--- src/rtl/heading_err_gen.sv ---
// Heading-error generator: measured minus desired heading, wrapped mod 4096,
// saturated to 10 bits and issued with a one-cycle valid strobe. A small
// settle FSM raises at_hdng once the error stays within AT_THRESH for
// SETTLE_CNT consecutive accepted samples.
//
//   state   | meaning
//   --------+-----------------------------------------------------------
//   IDLE    | not moving; outputs flushed, counter cleared
//   TRACK   | moving, counting consecutive in-threshold samples
//   SETTLED | moving, error has stayed small long enough; at_hdng=1
module heading_err_gen #(
    parameter logic [9:0] AT_THRESH  = 10'd24,
    parameter int          SETTLE_CNT = 4
) (
    input  logic        clk,
    input  logic        rst,
    input  logic        moving,
    input  logic [11:0] hdng,
    input  logic        hdng_vld,
    input  logic [11:0] dsrd_hdng,
    output logic [9:0]  err_sat,
    output logic        err_vld,
    output logic        at_hdng
);

    typedef enum logic [1:0] {
        IDLE    = 2'd0,
        TRACK   = 2'd1,
        SETTLED = 2'd2
    } state_t;

    localparam logic [3:0] SETTLE = 4'(SETTLE_CNT);

    state_t      state, state_nxt;
    logic [3:0]  cnt, cnt_nxt;
    logic [9:0]  sat_nxt;
    logic        vld_nxt;
    logic [11:0] dsrd_prev;
    logic [11:0] raw;
    logic [9:0]  sat;
    logic [10:0] mag;
    logic        in_thr;
    logic        accept;
    logic        dchg;

    // Wrapped difference: 12-bit truncation gives the shortest signed angle.
    assign raw    = hdng - dsrd_hdng;
    assign accept = hdng_vld & moving;
    assign dchg   = (dsrd_hdng != dsrd_prev);

    // Clamp the 12-bit error into the signed 10-bit range and take its magnitude.
    always_comb begin
        sat = raw[9:0];
        if (!raw[11] && (raw[10:9] != 2'b00)) begin
            sat = 10'h1FF;
        end else if (raw[11] && (raw[10:9] != 2'b11)) begin
            sat = 10'h200;
        end
        // 11-bit magnitude so that -512 maps to 512 without overflow
        mag    = sat[9] ? (~{1'b1, sat} + 11'd1) : {1'b0, sat};
        in_thr = (mag <= {1'b0, AT_THRESH});
    end

    // Next-state, counter and output-register logic.
    always_comb begin
        state_nxt = state;
        cnt_nxt   = cnt;
        sat_nxt   = err_sat;
        vld_nxt   = 1'b0;
        if (!moving) begin
            state_nxt = IDLE;
            cnt_nxt   = 4'd0;
            sat_nxt   = 10'd0;
        end else begin
            if (state == IDLE) begin
                state_nxt = TRACK;
            end
            if (accept) begin
                sat_nxt = sat;
                vld_nxt = 1'b1;
            end
            // A setpoint change restarts settling; a coincident sample is
            // still output but does not count toward settle.
            if (dchg && (state != IDLE)) begin
                state_nxt = TRACK;
                cnt_nxt   = 4'd0;
            end else if (accept) begin
                if (in_thr) begin
                    if (cnt < SETTLE) begin
                        cnt_nxt = cnt + 4'd1;
                    end
                    state_nxt = (cnt_nxt >= SETTLE) ? SETTLED : TRACK;
                end else begin
                    cnt_nxt   = 4'd0;
                    state_nxt = TRACK;
                end
            end
        end
    end

    // State, counter, output and setpoint-history registers.
    always_ff @(posedge clk or posedge rst) begin
        if (rst) begin
            state     <= IDLE;
            cnt       <= 4'd0;
            err_sat   <= 10'd0;
            err_vld   <= 1'b0;
            dsrd_prev <= 12'd0;
        end else begin
            state     <= state_nxt;
            cnt       <= cnt_nxt;
            err_sat   <= sat_nxt;
            err_vld   <= vld_nxt;
            dsrd_prev <= dsrd_hdng;
        end
    end

    assign at_hdng = (state == SETTLED);

endmodule

--- config.mk ---
export PLATFORM = sky130hd
export DESIGN_NAME = heading_err_gen
export DESIGN_NICKNAME = d
export VERILOG_FILES = /design/src/rtl/heading_err_gen.sv
export SDC_FILE = /design/constraint.sdc
export NUM_CORES = 1
export LEC_CHECK = 0
export BUFFER_PORTS_ARGS = -buffer_cell sky130_fd_sc_hd__buf_4
export CORE_AREA = 4 4 52 100
export DETAILED_ROUTE_END_ITERATION = 6
export DIE_AREA = 0 0 56 104
export PLACE_DENSITY = 0.83
export SLEW_MARGIN = 20
export SYNTH_ARGS = -nofsm -noshare
export SYNTH_HDL_FRONTEND = slang
export SYNTH_SLANG_ARGS = --single-unit
--- constraint.sdc ---
create_clock -name clk -period 1.73 [get_ports clk]
set_input_delay 0.173 -clock clk [delete_from_list [all_inputs] [get_ports clk]]
set_output_delay 0.173 -clock clk [all_outputs]
set_load 0.05 [all_outputs]
==> flow_metrics.py <==
metrics = {
    "sta": {
        "fin_tns_setup_ns": -10.17,
        "setup_viol": 16,
        "finalWorstSetupSlack_ns": -0.945,
        "slew_violations": 0,
        "fin_worst_skew_ns": 0.00199,
        "fin_hold_ws_ns": 0.102,
        "maxSlewHeadroom": 0.708,
        "rsz0062_at_grt": "yes",
        "fmax_mhz": 374,
        "timing.final.crit_share": 1.55,
        "tightest_slew_ns": 0.434,
        "hold_violations": 0,
        "min_period_ns": 2.68,
    },
    "job": {
        "maxCapViolCount": 0,
    },
    "cts": {
        "clkTransAtPathRegs_ns": 0.06,
        "clock_latency_ns": 0.28,
        "cts.path.max_buffers": 2,
        "cts.sinks": 29,
        "numCtsBuffers": 5,
        "cts.htree.levels": 2,
        "clockRootBuffer": "clkbuf_8",
        "cts_tree": "yes",
    },
    "critical_path": {
        "slowest_delay_ns": 0.38,
        "cpMaxStageDelayCell": "a211o_1",
        "crit_arrival_ns": 2.90,
        "path_cells": "buf_8 > inv_12 > ha_4 > inv_2 > fa_2 > a211oi_4 > o21bai_4 > xor2_2 > nand3_1 > nor4_2 > o211ai_2 > a211o_1 > o31ai_2 > o21a_1",
        "cp-end-kind": "flip-flop",
        "crit_buf_inv": 3,
        "cp.required_ns": 1.96,
        "start_kind": "input port",
        "path_delay_family": "compound AO/OA/AOI/OAI gates",
        "critPathKind": "in2reg",
        "worstPathMaxFanout": 4,
    },
    "floorplan": {
        "start_util": 0.479,
        "die-area_um2": 5820,
        "die_x_um": 56,
        "die_h_um": 104,
        "design.core.area_um2": 4420,
        "row_count": 34,
        "io_pins": 40,
    },
    "finish": {
        "drive_above_1_share": 0.491,
        "most-common-layout-cells": "buf_4, dfrtp_1, nand2_1, xnor2_1, inv_1",
        "utilization": 0.770,
        "finalNonFillerCells": 406,
        "synthToLayoutAreaGrowth_pct": 60.8,
        "antennaDiodeCount": 0,
        "layout.nets": 392,
        "final_common_cell": "buf_4",
    },
    "synthesis": {
        "yosysTopAreaCellShare": 0.343,
        "synthDistinctLibCells": 50,
        "syn_area_um2": 2120,
        "synth_warnings": 0,
        "seq_area_frac_synth": 0.343,
        "ys_ff_latch": 29,
        "synth_area_leaders": "dfrtp_1, ha_1, xnor2_1, a21oi_1, inv_1",
        "synth-edff-count": 0,
        "yosys.area.top_type": "dfrtp_1",
        "syn-num-nets": 278,
        "syn_avg_cell_area_um2": 8.93,
        "netlist_instances": 237,
        "synth_flop_cell": "dfrtp_1",
        "async_flop_share": 1.00,
    },
    "power": {
        "ir_drop_mv": 0.670,
        "powerDensity_nw_per_um2": 761,
        "p_leak_nw": 1.61,
    },
    "global_route": {
        "grt-ovfl-total": 0,
        "antenna_found_initial": 0,
        "grt_usage": 0.233,
        "grt_pass1_wl_um": 11000,
        "grt_pass1_vias": 2458,
        "grt_max_degree": 30,
    },
    "place": {
        "post-dp-hpwl_um": 4630,
        "dpl.cell_count": 387,
        "port_buffers": 39,
        "place_congestion": 0.889,
        "pre_cts_slack_ns": -1.13,
    },
    "drt": {
        "drc": 0,
        "routed_wl_um": 7320,
        "num_vias": 2405,
        "via_per_inst": 5.92,
        "ant_nets": 0,
        "firstDrtPassIters": 7,
        "wire_per_inst_um": 18.0,
        "drt_iter0_drc": 118,
    },
    "hold_path": {
        "hold_path_class": "in2reg",
    },
    "status": {
        "violations": "negative setup slack",
        "status": "complete, but fails checks",
    },
}
## path summary, 6_finish.rpt
kind	startpoint	slack [ns]	endpoint	depth (start not counted)
setup / recovery	hdng[0]	-0.95	cnt[0]	14
hold / removal	dsrd_hdng[8]	0.10	dsrd_prev[8]	2
setup reg to reg	dsrd_prev[11]	-0.46	cnt[0]	9
hold reg to reg	err_sat[9]	0.52	err_sat[9]	2
max in group asynchronous	rst	0.91	cnt[2]	4
min in group asynchronous	rst	0.54	dsrd_prev[5]	4
## where the power goes
group	switching [mW]	internal, mW	total [mW]
Clock	0.276	0.277	0.553
Combinational	0.683	0.596	1.28
Sequential	0.0286	0.729	0.758
## through the flow
step,cell area (um^2),power (mW)
after floorplan,2260,1.40
after global placement,3050,1.79
after detailed placement,3050,1.81
after CTS,3260,2.45
after global routing,3400,2.72
final,3400,2.59
## cells by family after synthesis
group | count (synthesis) | share of synthesized area
simple gates | 71 | 0.175
flops | 29 | 0.343
fa+ha+maj | 13 | 0.0804
buf+inv | 25 | 0.0479
compound gates | 77 | 0.262
xor+xnor | 21 | 0.0869
mux | 1 | 0.00473
## synth_stat cells (all sizes together), types with 2 or more instances
| master | n |
|---|---|
| dfrtp | 29 |
| a21oi | 21 |
| inv | 19 |
| nand2 | 18 |
| xnor2 | 17 |
| nor2 | 13 |
| o21ai | 13 |
| ha | 12 |
| nand2b | 8 |
| nand3 | 7 |
| a21o | 6 |
| o211ai | 6 |
| a211o | 5 |
| clkbuf | 5 |
| nand4 | 5 |
| nor3 | 5 |
| xor2 | 4 |
| a211oi | 3 |
| and2 | 3 |
| o211a | 3 |
| o31ai | 3 |
| or3 | 3 |
| nor2b | 2 |
| o21a | 2 |
| o221ai | 2 |
| or4 | 2 |
## state kept, by name (all words and copies together), names as in the netlist
signal,flops
dsrd_prev,12
cnt,4
err_sat,10
err_vld,1
state,2
## per-layer routing
layer | track usage | share of wire
met2 | 0.434 | 0.56
met3 | 0.0360 | 0.046
met1 | 0.236 | 0.34
met5 | 0 | 0
met4 | 0.129 | 0.052
## timing repair
item,CTS,global route
hold buffers,1,0
gates resized for setup,16,19
gates cloned,0,1
buffers inserted,6,3
pin swaps,8,7
hold endpoints to repair,29,0
setup endpoints to repair,16,16
## area by class of cell
type,count,area [um^2]
multi-input combinational,184,1580
fill,275,1020
timing repair buffer,112,858
sequential,29,726
inverter,19,88.8
clock buffer,5,68.8
tap,54,67.6
clock inverter,3,17.5
No activity file was read; power rests on OpenSTA's default activity.
